File: config.mk
export PLATFORM = sky130hd
export DESIGN_NAME = pagerank_scatter_arbiter_flat
export DESIGN_NICKNAME = d
export VERILOG_FILES = /design/src/rtl/pagerank_pkg.sv /design/src/rtl/pagerank_scatter_arbiter_if.sv /design/src/rtl/pagerank_update_fifo.sv /design/src/rtl/pagerank_scatter_arbiter.sv /design/src/flat_wrapper.sv
export SDC_FILE = /design/constraint.sdc
export NUM_CORES = 1
export LEC_CHECK = 0
export BUFFER_PORTS_ARGS = -buffer_cell sky130_fd_sc_hd__buf_2
export CAP_MARGIN = 10
export CORE_MARGIN = 5
export CORE_UTILIZATION = 60
export CTS_CLUSTER_SIZE = 24
export DETAILED_ROUTE_END_ITERATION = 10
export GPL_TIMING_DRIVEN = 0
export PLACE_DENSITY = 0.8
export SLEW_MARGIN = 5
export SYNTH_ARGS = -nofsm -noshare
export SYNTH_HDL_FRONTEND = slang
export SYNTH_SLANG_ARGS = --single-unit
export TNS_END_PERCENT = 1
File: constraint.sdc
create_clock -name clock -period 4.9 [get_ports clock]
set_clock_uncertainty 0.05 [all_clocks]
set_input_delay 0.49 -clock clock [delete_from_list [all_inputs] [get_ports clock]]
set_output_delay 0.49 -clock clock [all_outputs]
set_load 0.01 [all_outputs]
File: src/rtl/pagerank_pkg.sv
// Shared types for the pagerank scatter arbiter: controller states and the per-engine update word.
// Widths here fix the update format for every engine FIFO and the gather port.
package pagerank_pkg;

    localparam int ID_W    = 32;
    localparam int VALUE_W = 64;

    typedef enum logic [1:0] {
        IDLE,
        RUN,
        DRAIN,
        DONE
    } ctrl_state_t;

    typedef struct packed {
        logic [ID_W-1:0]    node_id;
        logic [VALUE_W-1:0] value;
    } scatter_update_t;

endpackage

File: src/rtl/pagerank_scatter_arbiter_if.sv
// Scatter-engine update streams in, merged gather-stage update port out.
// The arbiter takes the slave side; the engine bank / gather stage drive the master side.
interface pagerank_scatter_arbiter_if
    import pagerank_pkg::*;
#(
    parameter int NUM_SCATTER = 4
);
    localparam int SRC_W = (NUM_SCATTER > 1) ? $clog2(NUM_SCATTER) : 1;

    logic [NUM_SCATTER-1:0]               sc_valid;
    logic [NUM_SCATTER-1:0][ID_W-1:0]     sc_node_id;
    logic [NUM_SCATTER-1:0][VALUE_W-1:0]  sc_value;
    logic [NUM_SCATTER-1:0]               sc_done;
    logic [NUM_SCATTER-1:0]               sc_ready;

    logic                                 gather_valid;
    logic                                 gather_ready;
    logic [ID_W-1:0]                      gather_node_id;
    logic [VALUE_W-1:0]                   gather_value;
    logic [SRC_W-1:0]                     gather_src;

    modport master (
        output sc_valid, sc_node_id, sc_value, sc_done, gather_ready,
        input  sc_ready, gather_valid, gather_node_id, gather_value, gather_src
    );

    modport slave (
        input  sc_valid, sc_node_id, sc_value, sc_done, gather_ready,
        output sc_ready, gather_valid, gather_node_id, gather_value, gather_src
    );

endinterface

File: src/rtl/pagerank_update_fifo.sv
// Per-engine update FIFO; data visible on o_dat the cycle after the push edge, no bypass.
// Push ignored when full (full judged before any same-cycle pop); pop ignored when empty.
module pagerank_update_fifo
    import pagerank_pkg::*;
#(
    parameter int DEPTH = 4
) (
    input  logic            clock,
    input  logic            reset_n,
    input  logic            i_push,
    input  logic            i_pop,
    input  scatter_update_t i_dat,
    output scatter_update_t o_dat,
    output logic            o_full,
    output logic            o_empty
);
    localparam int AW = $clog2(DEPTH);

    scatter_update_t r_mem [DEPTH];
    logic [AW:0]     r_wr_ptr;
    logic [AW:0]     r_rd_ptr;

    // Extra MSB distinguishes full from empty when the index bits match.
    assign o_empty = (r_wr_ptr == r_rd_ptr);
    assign o_full  = (r_wr_ptr[AW] != r_rd_ptr[AW]) && (r_wr_ptr[AW-1:0] == r_rd_ptr[AW-1:0]);
    assign o_dat   = r_mem[r_rd_ptr[AW-1:0]];

    always_ff @(posedge clock or negedge reset_n) begin
        if (!reset_n) begin
            r_wr_ptr <= '0;
            r_rd_ptr <= '0;
        end else begin
            if (i_push && !o_full)  r_wr_ptr <= r_wr_ptr + (AW+1)'(1);
            if (i_pop  && !o_empty) r_rd_ptr <= r_rd_ptr + (AW+1)'(1);
        end
    end

    always_ff @(posedge clock) begin
        if (i_push && !o_full) r_mem[r_wr_ptr[AW-1:0]] <= i_dat;
    end

endmodule

File: src/rtl/pagerank_scatter_arbiter.sv
// Iteration controller + round-robin merge of per-engine update FIFOs onto one gather port.
// Update reaches gather_* one edge after its push at the earliest; gather_* holds while stalled.
module pagerank_scatter_arbiter
    import pagerank_pkg::*;
#(
    parameter int NUM_SCATTER = 4,
    parameter int FIFO_DEPTH  = 4
) (
    input  logic                         clock,
    input  logic                         reset_n,
    input  logic                         iter_start,
    output logic                         scatter_start,
    output logic                         all_done,
    output logic [15:0]                  iter_count,
    pagerank_scatter_arbiter_if.slave    bus
);
    localparam int SRC_W = (NUM_SCATTER > 1) ? $clog2(NUM_SCATTER) : 1;

    ctrl_state_t            r_state;
    ctrl_state_t            w_state_nxt;
    logic [NUM_SCATTER-1:0] r_done_flags;
    logic [15:0]            r_iter_count;
    logic                   w_start;

    logic [NUM_SCATTER-1:0] w_full;
    logic [NUM_SCATTER-1:0] w_empty;
    logic [NUM_SCATTER-1:0] w_sc_ready;
    logic [NUM_SCATTER-1:0] w_push;
    logic [NUM_SCATTER-1:0] w_pop;
    scatter_update_t        w_fifo_dat [NUM_SCATTER];

    logic [SRC_W-1:0]       r_rr_ptr;
    logic [SRC_W-1:0]       w_grant;
    logic [SRC_W-1:0]       w_idx;
    logic                   w_found;
    logic                   w_any;
    logic                   w_load;

    logic                   r_gvld;
    scatter_update_t        r_gdat;
    logic [SRC_W-1:0]       r_gsrc;

    assign w_start = iter_start && ((r_state == IDLE) || (r_state == DONE));

    always_ff @(posedge clock or negedge reset_n) begin
        if (!reset_n) r_state <= IDLE;
        else          r_state <= w_state_nxt;
    end

    always_comb begin
        w_state_nxt = r_state;
        unique case (r_state)
            IDLE:    if (iter_start)            w_state_nxt = RUN;
            RUN:     if (&r_done_flags)         w_state_nxt = DRAIN;
            DRAIN:   if (!w_any && !r_gvld)     w_state_nxt = DONE;
            DONE:    if (iter_start)            w_state_nxt = RUN;
            default:                            w_state_nxt = IDLE;
        endcase
    end

    always_comb begin
        scatter_start = w_start;
        all_done      = (r_state == DONE);
    end

    always_ff @(posedge clock or negedge reset_n) begin
        if (!reset_n) begin
            r_done_flags <= '0;
            r_iter_count <= '0;
        end else begin
            if (w_start)              r_done_flags <= '0;
            else if (r_state == RUN)  r_done_flags <= r_done_flags | bus.sc_done;
            if ((r_state == DRAIN) && (w_state_nxt == DONE))
                r_iter_count <= r_iter_count + 16'd1;
        end
    end

    for (genvar k = 0; k < NUM_SCATTER; k++) begin : g_fifo
        scatter_update_t w_in;
        assign w_in          = {bus.sc_node_id[k], bus.sc_value[k]};
        assign w_sc_ready[k] = (r_state == RUN) && !w_full[k];
        assign w_push[k]     = bus.sc_valid[k] && w_sc_ready[k];
        assign w_pop[k]      = w_load && (w_grant == SRC_W'(k));

        pagerank_update_fifo #(.DEPTH(FIFO_DEPTH)) u_fifo (
            .clock   (clock),
            .reset_n (reset_n),
            .i_push  (w_push[k]),
            .i_pop   (w_pop[k]),
            .i_dat   (w_in),
            .o_dat   (w_fifo_dat[k]),
            .o_full  (w_full[k]),
            .o_empty (w_empty[k])
        );
    end

    assign w_any  = |(~w_empty);
    assign w_load = (!r_gvld || bus.gather_ready) && w_any;

    // First non-empty FIFO at or after the pointer, searching circularly.
    always_comb begin
        w_grant = '0;
        w_idx   = '0;
        w_found = 1'b0;
        for (int i = 0; i < NUM_SCATTER; i++) begin
            w_idx = SRC_W'((int'(r_rr_ptr) + i) % NUM_SCATTER);
            if (!w_found && !w_empty[w_idx]) begin
                w_found = 1'b1;
                w_grant = w_idx;
            end
        end
    end

    always_ff @(posedge clock or negedge reset_n) begin
        if (!reset_n) begin
            r_gvld   <= 1'b0;
            r_gdat   <= '0;
            r_gsrc   <= '0;
            r_rr_ptr <= '0;
        end else if (w_load) begin
            r_gvld   <= 1'b1;
            r_gdat   <= w_fifo_dat[w_grant];
            r_gsrc   <= w_grant;
            r_rr_ptr <= (w_grant == SRC_W'(NUM_SCATTER - 1)) ? '0 : w_grant + SRC_W'(1);
        end else if (bus.gather_ready) begin
            r_gvld   <= 1'b0;
        end
    end

    assign bus.sc_ready       = w_sc_ready;
    assign bus.gather_valid   = r_gvld;
    assign bus.gather_node_id = r_gdat.node_id;
    assign bus.gather_value   = r_gdat.value;
    assign bus.gather_src     = r_gsrc;
    assign iter_count         = r_iter_count;

endmodule
File: src/flat_wrapper.sv
// flat-port wrapper written by rule: the top's interface ports become plain ports
module pagerank_scatter_arbiter_flat import pagerank_pkg::*;
#(
    parameter int NUM_SCATTER = 4,
    parameter int FIFO_DEPTH  = 4
)
  (clock, reset_n, iter_start, scatter_start, all_done, iter_count, bus_sc_valid, bus_sc_node_id, bus_sc_value, bus_sc_done, bus_gather_ready, bus_sc_ready, bus_gather_valid, bus_gather_node_id, bus_gather_value, bus_gather_src);
  pagerank_scatter_arbiter_if #(.NUM_SCATTER(NUM_SCATTER)) bus_i ();
  input  logic clock;
  input  logic reset_n;
  input  logic iter_start;
  output logic scatter_start;
  output logic all_done;
  output logic [15:0] iter_count;
  input wire logic [$bits(bus_i.sc_valid)-1:0] bus_sc_valid;
  input wire logic [$bits(bus_i.sc_node_id)-1:0] bus_sc_node_id;
  input wire logic [$bits(bus_i.sc_value)-1:0] bus_sc_value;
  input wire logic [$bits(bus_i.sc_done)-1:0] bus_sc_done;
  input wire logic [$bits(bus_i.gather_ready)-1:0] bus_gather_ready;
  output wire logic [$bits(bus_i.sc_ready)-1:0] bus_sc_ready;
  output wire logic [$bits(bus_i.gather_valid)-1:0] bus_gather_valid;
  output wire logic [$bits(bus_i.gather_node_id)-1:0] bus_gather_node_id;
  output wire logic [$bits(bus_i.gather_value)-1:0] bus_gather_value;
  output wire logic [$bits(bus_i.gather_src)-1:0] bus_gather_src;
  assign bus_i.sc_valid = bus_sc_valid;
  assign bus_i.sc_node_id = bus_sc_node_id;
  assign bus_i.sc_value = bus_sc_value;
  assign bus_i.sc_done = bus_sc_done;
  assign bus_i.gather_ready = bus_gather_ready;
  assign bus_sc_ready = bus_i.sc_ready;
  assign bus_gather_valid = bus_i.gather_valid;
  assign bus_gather_node_id = bus_i.gather_node_id;
  assign bus_gather_value = bus_i.gather_value;
  assign bus_gather_src = bus_i.gather_src;
  pagerank_scatter_arbiter #(.NUM_SCATTER(NUM_SCATTER), .FIFO_DEPTH(FIFO_DEPTH)) u_core (.clock(clock), .reset_n(reset_n), .iter_start(iter_start), .scatter_start(scatter_start), .all_done(all_done), .iter_count(iter_count), .bus(bus_i));
endmodule
Word level (Yosys, flattened, before mapping)
Memories as Yosys holds them, arrays and structs flattened.
Index checks and enable logic that the tools add are counted.

cells by class
  $add $sub $neg = 13
  magnitude comparators = 5
  eq/ne operators = 19
  multiplexer cells = 35
  bitwise logic cells = 3
  reductions and logical operators = 55

operators with widths
  operator                                             count
  binary-select mux 96 bit (select 2 bit)              1
  2-to-1 mux 96 bit                                    2
  logical AND 1 bit                                    31
  adder 3 x 1 -> 3 bit (second input constant)         8
  2-to-1 mux 1 bit                                     17
  adder 16 x 1 -> 16 bit (second input constant)       1
  2-to-1 mux 2 bit                                     8
  zero test 1 bit                                      15
  == test 3 bit                                        4
  < comparator 2 x 3 -> 1 bit (second input constant)  4
  == test 2 bit (second input constant)                5
  binary-select mux 1 bit (select 2 bit)               4
  == test 2 bit                                        4
  2-to-1 mux 4 bit                                     2
  case mux 2 bit (3 select lines)                      1
  adder 2 x 1 -> 2 bit (second input constant)         2
  adder 2 bit (second input constant)                  2
  == test 2 x 1 -> 1 bit (second input constant)       2
  zero test 2 bit                                      2
  inequality test 1 bit                                4
  NOT 4 bit                                            1
  bitwise OR 4 bit                                     1
  AND reduction 4 bit                                  1
  nonzero test 2 bit                                   2
  5 further kinds                                      6

storage, ports and cells
  register bits = 147
  RAM bits = 1536
  output and inout port bits = 121
  logic and storage cells = 150
  memories kept = 4

memory list
  name                           depth  bits a word  rd ports  clocked after memory_dff  write ports  line                        text
  u_core.g_fifo[0].u_fifo.r_mem  4      96           1         0                         1            pagerank_update_fifo.sv:19  scatter_update_t r_mem [DEPTH];
  u_core.g_fifo[1].u_fifo.r_mem  4      96           1         0                         1            pagerank_update_fifo.sv:19
  u_core.g_fifo[2].u_fifo.r_mem  4      96           1         0                         1            pagerank_update_fifo.sv:19
  u_core.g_fifo[3].u_fifo.r_mem  4      96           1         0                         1            pagerank_update_fifo.sv:19

Depth between registers and ports, before layout
Gate-level depths: netlist of the first run.

  depth after elaboration = 16
  depth in mapped cells = 11
  gate-level depth less buffers = 8

Modules after synthesis
From an unflattened synthesis of the first run, not the netlist that was laid out.

second synthesis, totals
  cell total of the unflattened synthesis = 3114
  area total of the unflattened synthesis = 65507.8 um^2

modules (own cells, without submodules)
  module                                               instances  cells an instance  area each (um^2)  seq. area each (um^2)
  pagerank_update_fifo at u_core.g_fifo[0].u_fifo ...  3          550                14323.7           11681.2
  pagerank_update_fifo at u_core.g_fifo[3].u_fifo      1          553                14370.0           11681.2
  pagerank_scatter_arbiter                             1          911                8166.6            3078.0

Least setup slack after synthesis of the first run
OpenSTA, ideal clock, no wires.

  path type = reg-to-reg
  start point = reg u_core.r_state[1]
  end point = mem u_core.g_fifo[0].u_fifo.r_mem[3][0] (netlist bit), enable pin
  setup time = 0.468 ns
  arrival time = 3.862 ns
  required time = 4.382 ns
  path slack = 0.520 ns
  stages on the path, launching flop included = 6
  period minus slack after synthesis = 4.380 ns
  cells stage by stage = dfrtp_1 inv_1 ha_1 clkbuf_1 a21boi_0 and3_1

between the ends
  longest elaborated chain between the ends = 6

ends and longest elaborated chain
  item                                    line                            text
  from (decl)                             pagerank_scatter_arbiter.sv:19  ctrl_state_t r_state;
  from (signal assigned)                  pagerank_scatter_arbiter.sv:47  else r_state <= w_state_nxt;
  == test 2 x 1 -> 1 bit                  pagerank_scatter_arbiter.sv:81  assign w_sc_ready[k] = (r_state == RUN) && !w_full[k];
  logical AND 1 bit                       pagerank_scatter_arbiter.sv:81
  named net bus_sc_ready[0]               flat_wrapper.sv:20              output wire logic [$bits(bus_i.sc_ready)-1:0] bus_sc_ready;
  logical AND 1 bit                       pagerank_scatter_arbiter.sv:82  assign w_push[k] = bus.sc_valid[k] && w_sc_ready[k];
  logical AND 1 bit                       pagerank_update_fifo.sv:39      if (i_push && !o_full) r_mem[r_wr_ptr[AW-1:0]] <= i_dat;
  2-to-1 mux 1 bit                        pagerank_update_fifo.sv:39
  2-to-1 mux 1 bit (not written as such)  pagerank_update_fifo.sv:39
  to (decl)                               pagerank_update_fifo.sv:19

The timed path passes the listed nets, and every way through them passes these cells.

Final worst setup path of the first run
  start point = reg u_core.g_fifo[3].u_fifo.r_rd_ptr[1]
  end point = reg u_core.r_gdat (netlist bit u_core.bus.gather_value[22])

between the ends
  longest elaborated chain between the ends = 16

ends and longest elaborated chain
  item                                                   line                             text
  from (decl)                                            pagerank_update_fifo.sv:21       logic [AW:0] r_rd_ptr;
  from (signal assigned)                                 pagerank_update_fifo.sv:34       if (i_pop && !o_empty) r_rd_ptr <= r_rd_ptr + (AW+1)'(1);
  == test 3 bit                                          pagerank_update_fifo.sv:24       assign o_empty = (r_wr_ptr == r_rd_ptr);
  binary-select mux 1 bit (select 2 bit)                 pagerank_scatter_arbiter.sv:107  if (!w_found && !w_empty[w_idx]) begin
  2-to-1 mux 1 bit (not written as such)                 pagerank_scatter_arbiter.sv:107
  zero test 1 bit                                        pagerank_scatter_arbiter.sv:107
  logical AND 1 bit                                      pagerank_scatter_arbiter.sv:107
  2-to-1 mux 1 bit                                       pagerank_scatter_arbiter.sv:107
  zero test 1 bit                                        pagerank_scatter_arbiter.sv:107
  logical AND 1 bit                                      pagerank_scatter_arbiter.sv:107
  2-to-1 mux 1 bit                                       pagerank_scatter_arbiter.sv:107
  zero test 1 bit                                        pagerank_scatter_arbiter.sv:107
  logical AND 1 bit                                      pagerank_scatter_arbiter.sv:107
  2-to-1 mux 2 bit                                       pagerank_scatter_arbiter.sv:107
  NOT 2 -> 3 bit (not written as such)                   pagerank_scatter_arbiter.sv:122  r_gdat <= w_fifo_dat[w_grant];
  binary-select mux 96 bit (select 2 bit)                pagerank_scatter_arbiter.sv:122
  2-to-1 mux 96 bit (not written as such) (2 in series)  pagerank_scatter_arbiter.sv:122
  to (signal assigned)                                   pagerank_scatter_arbiter.sv:122
  to (decl)                                              pagerank_scatter_arbiter.sv:40   scatter_update_t r_gdat;

Several ways; a longest one is shown, not always the timed one. The select of a mux whose other input is x is not followed.
A chain may end at the register's enable or synchronous reset.

==> impl_metrics.env, run 1 <==
export IMPL_outcome="finished clean"
export IMPL_cp_data_arrival_time_ns=5.21
export IMPL_cp_max_fo=10
export IMPL_insertion_delay_ns=0.77
export IMPL_relSlewSlack=0.299
export IMPL_grt_max_degree=79
export IMPL_overflow=0
export IMPL_die_area_um2=114000
export IMPL_postRouteAntennaNets=0
export IMPL_clk_path_buf_depth=3
export IMPL_min_period_ns=4.68
export IMPL_vias_per_cell=6.49
export IMPL_worstSetupPathType="flip-flop to flip-flop"
export IMPL_antenna_found_initial=49
export IMPL_seq_area_um2=49800
export IMPL_wl_per_cell_um=31.0
export IMPL_internal_power_uw=31600
export IMPL_leakagePower_uw=0.0267
export IMPL_synth_area_um2=64600
export IMPL_fin_setup_tns_ns=0
export IMPL_synth_fp_nets=3475
export IMPL_ys_seq_area_frac=0.770
export IMPL_hold_viol_final=0
export IMPL_synthDistinctLibCells=49
export IMPL_finalInstanceArea_um2=79200
export IMPL_grt_pass1_wl_mm=261
export IMPL_synth_ff_type="edfxtp_1"
export IMPL_gp_congestion=0.826
export IMPL_ioPinCount=517
export IMPL_synth_top_cell_by_area="edfxtp_1"
export IMPL_dieWidth_um=338
export IMPL_timing_final_ws_setup_ns=0.224
export IMPL_vias=37300
export IMPL_dpl_cell_area_um2=70000
export IMPL_port_buffers=516
export IMPL_yosysWarnings=0
export IMPL_seqPwrFrac=0.389
export IMPL_netlist_instances=3054
export IMPL_drcViolationCount=0
export IMPL_postCtsSetupBuffers=0
export IMPL_setup_viol=0
export IMPL_swShare=0.337
export IMPL_cts_buffers_inserted=166
export IMPL_firstDrtPassIters=6
export IMPL_max_stage_delay_ns=0.82
export IMPL_fin_crit_sh=0.954
export IMPL_grt_total_usage=0.311
export IMPL_fmax_mhz=214
export IMPL_core_area_um2=107000
export IMPL_ff2ff_setup_slack_ns=0.22
export IMPL_drv_cap=0
export IMPL_final_nets=4583
export IMPL_die_h_um=338
export IMPL_start_util=0.604
export IMPL_drive_gt1_frac=0.316
export IMPL_end_kind="flip-flop"
export IMPL_cts_root_buf="clkbuf_16"
export IMPL_grt_pass1_vias=38600
export IMPL_cp_cell_sequence="clkdlybuf4s15_1 -> xnor2_1 -> and3_1 -> buf_2 -> nand4_1 -> and2_1 -> buf_2 -> clkdlybuf4s15_1 -> a31oi_1"
export IMPL_drt_initial_drc_count=5110
export IMPL_cp_start_kind="flip-flop"
export IMPL_place_ws_ns=0.165
export IMPL_final_core_util=0.740
export IMPL_clock_power_share=0.259
export IMPL_slew_viol_final=0
export IMPL_power_switching_uw=16100
export IMPL_rows=120
export IMPL_synth_seq_cells=1683
export IMPL_ir_worst_vdd_v=0.000368
export IMPL_slowest_stage="clkdlybuf4s15_1"
export IMPL_crit_required_ns=5.44
export IMPL_rsz0062_at_grt="false"
export IMPL_fillers=5742
export IMPL_routed_wirelength_mm=178
export IMPL_htree_levels=4
export IMPL_cts_tree="yes"
export IMPL_clock_sinks=1683
export IMPL_min_path_type="primary input to flip-flop"
export IMPL_p_per_area_nw_per_um2=602
export IMPL_hold_ws_ns=0.0496
export IMPL_synthArstFlopShare=0.0873
export IMPL_ys_top_cells_by_area="edfxtp_1, mux4_2, dfrtp_1, mux2_2, nand3_1"
export IMPL_syn_area_per_cell_um2=21.2
export IMPL_syn2layout_area_growth_pct=22.6
export IMPL_synth_edf_count=1536
export IMPL_synth_top_area_frac=0.714
export IMPL_pwr_share_comb=0.352
export IMPL_dpl_hpwl_mm=111
export IMPL_path_clk_slew_ns=0.06
export IMPL_multi_input_area_um2=14000
export IMPL_tightest_slew_ns=1.05
final timing paths:
check,startpoint,end,cells past startpoint
min in group asynchronous,reset_n,u_core.r_done_flags[0],2
worst max register to register,u_core.g_fifo[3].u_fifo.r_rd_ptr[1],u_core.bus.gather_value[22],9
worst max-delay path,u_core.g_fifo[3].u_fifo.r_rd_ptr[1],u_core.bus.gather_value[22],9
worst min register to register,u_core.iter_count[15],u_core.iter_count[15],1
max in group asynchronous,reset_n,u_core.bus.gather_node_id[17],3
worst min-delay path,bus_sc_valid[2],u_core.g_fifo[2].u_fifo.r_wr_ptr[0],3
cells in the final DEF (no fill, tap or decap), types with 4 or more instances in the layout:
| cell | count |
|---|---|
| nand3_1 | 204 |
| bufinv_16 | 9 |
| a31oi_1 | 96 |
| nand4_1 | 6 |
| buf_1 | 7 |
| diode_2 | 49 |
| a21oi_1 | 10 |
| dfrtp_1 | 147 |
| inv_1 | 15 |
| buf_16 | 30 |
| buf_2 | 576 |
| clkbuf_8 | 10 |
| clkbuf_1 | 162 |
| xor2_1 | 29 |
| clkinv_8 | 4 |
| mux4_2 | 384 |
| edfxtp_1 | 1536 |
| a22oi_1 | 96 |
| clkinv_2 | 27 |
| nand2_1 | 18 |
| and3_4 | 16 |
| buf_6 | 4 |
| nor3_1 | 9 |
| dlygate4sd3_1 | 392 |
| mux2_2 | 103 |
| xnor2_1 | 14 |
| ha_1 | 25 |
| clkinv_1 | 24 |
| nor2_1 | 107 |
| clkbuf_16 | 169 |
| clkinvlp_4 | 4 |
| o21ai_0 | 4 |
| inv_6 | 5 |
what timing repair did:
item / CTS / global route
hold endpoints to repair: 1612 / 0
setup endpoints to repair: 0 / 3
gates resized for setup: 0 / 4
hold buffers: 392 / 0
registers in the layout (all words and copies together) (netlist names):
register	cells
u_core.r_state	2
u_core.g_fifo.u_fifo.r_wr_ptr	12
u_core.r_done_flags	4
u_core.g_fifo.u_fifo.r_rd_ptr	12
u_core.bus.gather_valid	1
u_core.bus.gather_value	64
u_core.bus.gather_src	2
u_core.iter_count	16
u_core.r_rr_ptr	2
u_core.bus.gather_node_id	32
u_core.g_fifo.u_fifo.r_mem	1536
worst max-delay path, delay by kind of cell (launching register included):
family / cells / cell delay [ns]
flops: 1 / 0.38
compound gates: 1 / 0.17
xor+xnor: 1 / 0.38
simple gates: 3 / 1.07
buf+inv: 4 / 2.41
power by group through the flow:
stage	logic (µW)	clock network, µW	registers (µW)
detailed placement	16000	0	18700
CTS	16500	12400	18500
global placement	15400	0	18900
global route	17700	13100	18600
finish	16800	12400	18500
floorplan	10200	0	18800
cell families after synthesis:
logic type,Yosys count,synth area share
AOI/OAI and AO/OA,224,0.0242
xor gates and xnor gates,43,0.00583
adders and majority gates,25,0.00484
buffers and inverters,204,0.0137
DFF,1683,0.770
muxes,489,0.152
and+or+nand+nor,386,0.0290
layer usage:
layer / track usage / vias up / share of wire
li1: - / 15000 / -
met1: 0.412 / 19200 / 0.35
met2: 0.506 / 2626 / 0.50
met3: 0.0778 / 462 / 0.11
met4: 0.123 / 20 / 0.043
met5: 0 / - / 0.00073
cells in the mapped netlist, types with 25 or more instances:
cell      count
ha_1         25
nand3_1     204
mux2_2      103
a31oi_1      96
nor2_1      107
clkbuf_1    114
xor2_1       29
dfrtp_1     147
a22oi_1      96
edfxtp_1   1536
mux4_2      384
buf_2        61
area by class of cell:
class / count / area share
Buffer: 188 / 0.0106
Clock buffer: 232 / 0.0576
Timing Repair Buffer: 941 / 0.0933
Sequential cell: 1683 / 0.629
Clock inverter: 75 / 0.00837
Antenna cell: 49 / 0.00155
Tap cell: 1403 / 0.0222
Multi-Input combinational cell: 1167 / 0.177
Inverter: 15 / 0.000711
stage by stage:
stage | instances | total power [µW]
2_1_floorplan | 3054 | 29000
3_3_place_gp | 4973 | 34300
3_5_place_dp | 5006 | 34700
4_1_cts | 5705 | 47300
5_1_grt | 5729 | 49400
6_report | 5753 | 47700
(Power assumes the default switching activity.)
==> run 2: changes to the inputs <==
--- a/config.mk
+++ b/config.mk
@@ -8,5 +8,5 @@
 export BUFFER_PORTS_ARGS = -buffer_cell sky130_fd_sc_hd__buf_2
 export CAP_MARGIN = 10
-export CORE_MARGIN = 5
+export CORE_MARGIN = 2
 export CORE_UTILIZATION = 60
 export CTS_CLUSTER_SIZE = 24
==> constraint.sdc (replaced) <==
create_clock -name clock -period 4.9 [get_ports clock]
set_clock_uncertainty 0.05 [all_clocks]
set_input_delay 0.98 -clock clock [delete_from_list [all_inputs] [get_ports clock]]
set_output_delay 0.98 -clock clock [all_outputs]
set_load 0.01 [all_outputs]
==> run 2 against run 1 <==
  * Cell count shrank 6.4%
  * Fmax down 4.0%
  * Global-route usage shrank 1.1 points
  * Critical endpoint is now u_core.bus.gather_node_id[7]
  * Largest power group unchanged
==> impl_metrics.env, run 2 (same netlist as run 1, synthesis figures left out) <==
export IMPL_outcome="finished clean"
export IMPL_ioPinCount=517
export IMPL_slowest_stage="clkbuf_1"
export IMPL_cts_tree="yes"
export IMPL_postRouteAntennaNets=0
export IMPL_max_stage_delay_ns=0.96
export IMPL_dieWidth_um=332
export IMPL_min_path_type="primary input to async pin"
export IMPL_ff2ff_setup_slack_ns=0.03
export IMPL_cts_root_buf="clkbuf_16"
export IMPL_drive_gt1_frac=0.350
export IMPL_dpl_cell_area_um2=70000
export IMPL_fmax_mhz=205
export IMPL_clk_path_buf_depth=3
export IMPL_end_kind="flip-flop"
export IMPL_cts_buffers_inserted=163
export IMPL_final_core_util=0.705
export IMPL_worst_path_buf_inv=5
export IMPL_drcViolationCount=0
export IMPL_gp_congestion=0.832
export IMPL_min_period_ns=4.87
export IMPL_port_buffers=516
export IMPL_timing_final_ws_setup_ns=0.0311
export IMPL_cp_common_cell="clkbuf_1"
export IMPL_finalInstanceArea_um2=75400
export IMPL_postCtsSetupBuffers=0
export IMPL_relSlewSlack=0.130
export IMPL_tightest_slew_ns=1.30
export IMPL_grt_pass1_vias=35200
export IMPL_layout_common_cells="edfxtp_1, buf_2, mux4_2"
export IMPL_path_clk_slew_ns=0.06
export IMPL_clock_sinks=1683
export IMPL_cp_start_kind="flip-flop"
export IMPL_drt_initial_drc_count=4668
export IMPL_overflow=0
export IMPL_place_ws_ns=0.118
export IMPL_firstDrtPassIters=8
export IMPL_wl_per_cell_um=30.8
export IMPL_postCtsHoldBufs=0
export IMPL_drv_cap=0
export IMPL_grt_total_usage=0.300
export IMPL_grt_pass1_wl_mm=237
export IMPL_routed_wirelength_mm=166
export IMPL_worstSetupPathType="flip-flop to flip-flop"
export IMPL_vias_per_cell=6.49
export IMPL_largest_reg_flops=1536
export IMPL_final_nets=4191
export IMPL_cp_data_arrival_time_ns=5.43
export IMPL_fin_crit_sh=0.994
export IMPL_fillers=6268
export IMPL_rows=120
export IMPL_vias=34900
export IMPL_syn2layout_area_growth_pct=16.6
export IMPL_htree_levels=4
export IMPL_die_h_um=332
export IMPL_setup_viol=0
export IMPL_critical_path_top_delay_family="buffers and inverters"
export IMPL_grt_max_degree=75
export IMPL_cts_resized=0
export IMPL_die_area_um2=110000
export IMPL_core_area_um2=107000
export IMPL_leakagePower_uw=0.0251
export IMPL_p_per_area_nw_per_um2=622
export IMPL_final_common_cell="edfxtp_1"
export IMPL_cp_cell_sequence="clkbuf_1 -> xnor2_1 -> and3_1 -> buf_2 -> nand4_1 -> and2_1 -> clkbuf_1 -> clkbuf_1 -> clkbuf_1 -> a31oi_1"
export IMPL_insertion_delay_ns=0.77
export IMPL_slew_viol_final=0
export IMPL_ir_worst_vdd_v=0.000418
export IMPL_crit_required_ns=5.46
export IMPL_hold_viol_final=0
export IMPL_multi_input_area_um2=14000
export IMPL_seq_area_um2=49800
export IMPL_cp_max_fo=10
export IMPL_dpl_hpwl_mm=109
export IMPL_start_util=0.605
export IMPL_antenna_found_initial=119
==> run 2: path summary, 6_finish.rpt <==
path / end / from / cells after the start
max: u_core.bus.gather_node_id[7] / u_core.g_fifo[3].u_fifo.r_rd_ptr[1] / 10
min: u_core.bus.gather_value[34] / reset_n / 1
max reg2reg: u_core.bus.gather_node_id[7] / u_core.g_fifo[3].u_fifo.r_rd_ptr[1] / 10
min reg2reg: u_core.iter_count[15] / u_core.iter_count[15] / 1
max in group asynchronous: u_core.bus.gather_node_id[14] / reset_n / 2
min in group clock: u_core.g_fifo[2].u_fifo.r_mem[1][24] / bus_sc_value[152] / 1
==> run 2: stage by stage <==
stage | hold WS [ns] | total power [µW] | TNS, ns | std cells
5_1_grt | 0.173 | 48600 | -0.0943 | 5360
4_1_cts | 0.147 | 46900 | 0 | 5310
3_3_place_gp | 0.405 | 34200 | -3195.01 | 4973
2_1_floorplan | 0.410 | 29000 | 0 | 3054
6_report | 0.109 | 46900 | 0 | 5383
3_5_place_dp | 0.407 | 34700 | 0 | 5008
==> run 2: final cells by class <==
| cell class | instances | share of cell area |
|---|---|---|
| buffer | 189 | 0.0110 |
| inverter | 15 | 0.000747 |
| antenna | 73 | 0.00242 |
| timing repair buffer | 551 | 0.0467 |
| clock buffer | 224 | 0.0607 |
| sequential | 1683 | 0.661 |
| clock inverter | 78 | 0.00825 |
| tap | 1403 | 0.0233 |
| multi-input combinational | 1167 | 0.186 |
==> run 2: worst register-to-register path, stage by stage, from the launching register on <==
cell      delay, ns
dfrtp_1        0.35
clkbuf_1       0.96
xnor2_1        0.25
and3_1         0.22
buf_2          0.18
nand4_1        0.14
and2_1         0.14
clkbuf_1       0.79
clkbuf_1       0.94
clkbuf_1       0.53
a31oi_1        0.18
==> run 2: layer usage <==
layer  vias up  share of wire  GRT usage
met5         -         0.0038    0.00391
met4        96          0.041      0.137
met3       430           0.11     0.0892
met2      2096           0.49      0.473
met1     18100           0.36      0.391
li1      14300              -          -
==> run 2: report_power, final <==
part	switching [µW]	internal [µW]	leakage (µW)
Combinational	9560	6670	0.00695
Sequential	758	17700	0.0156
Clock	5260	6920	0.00255
Total	15600	31300	0.0251
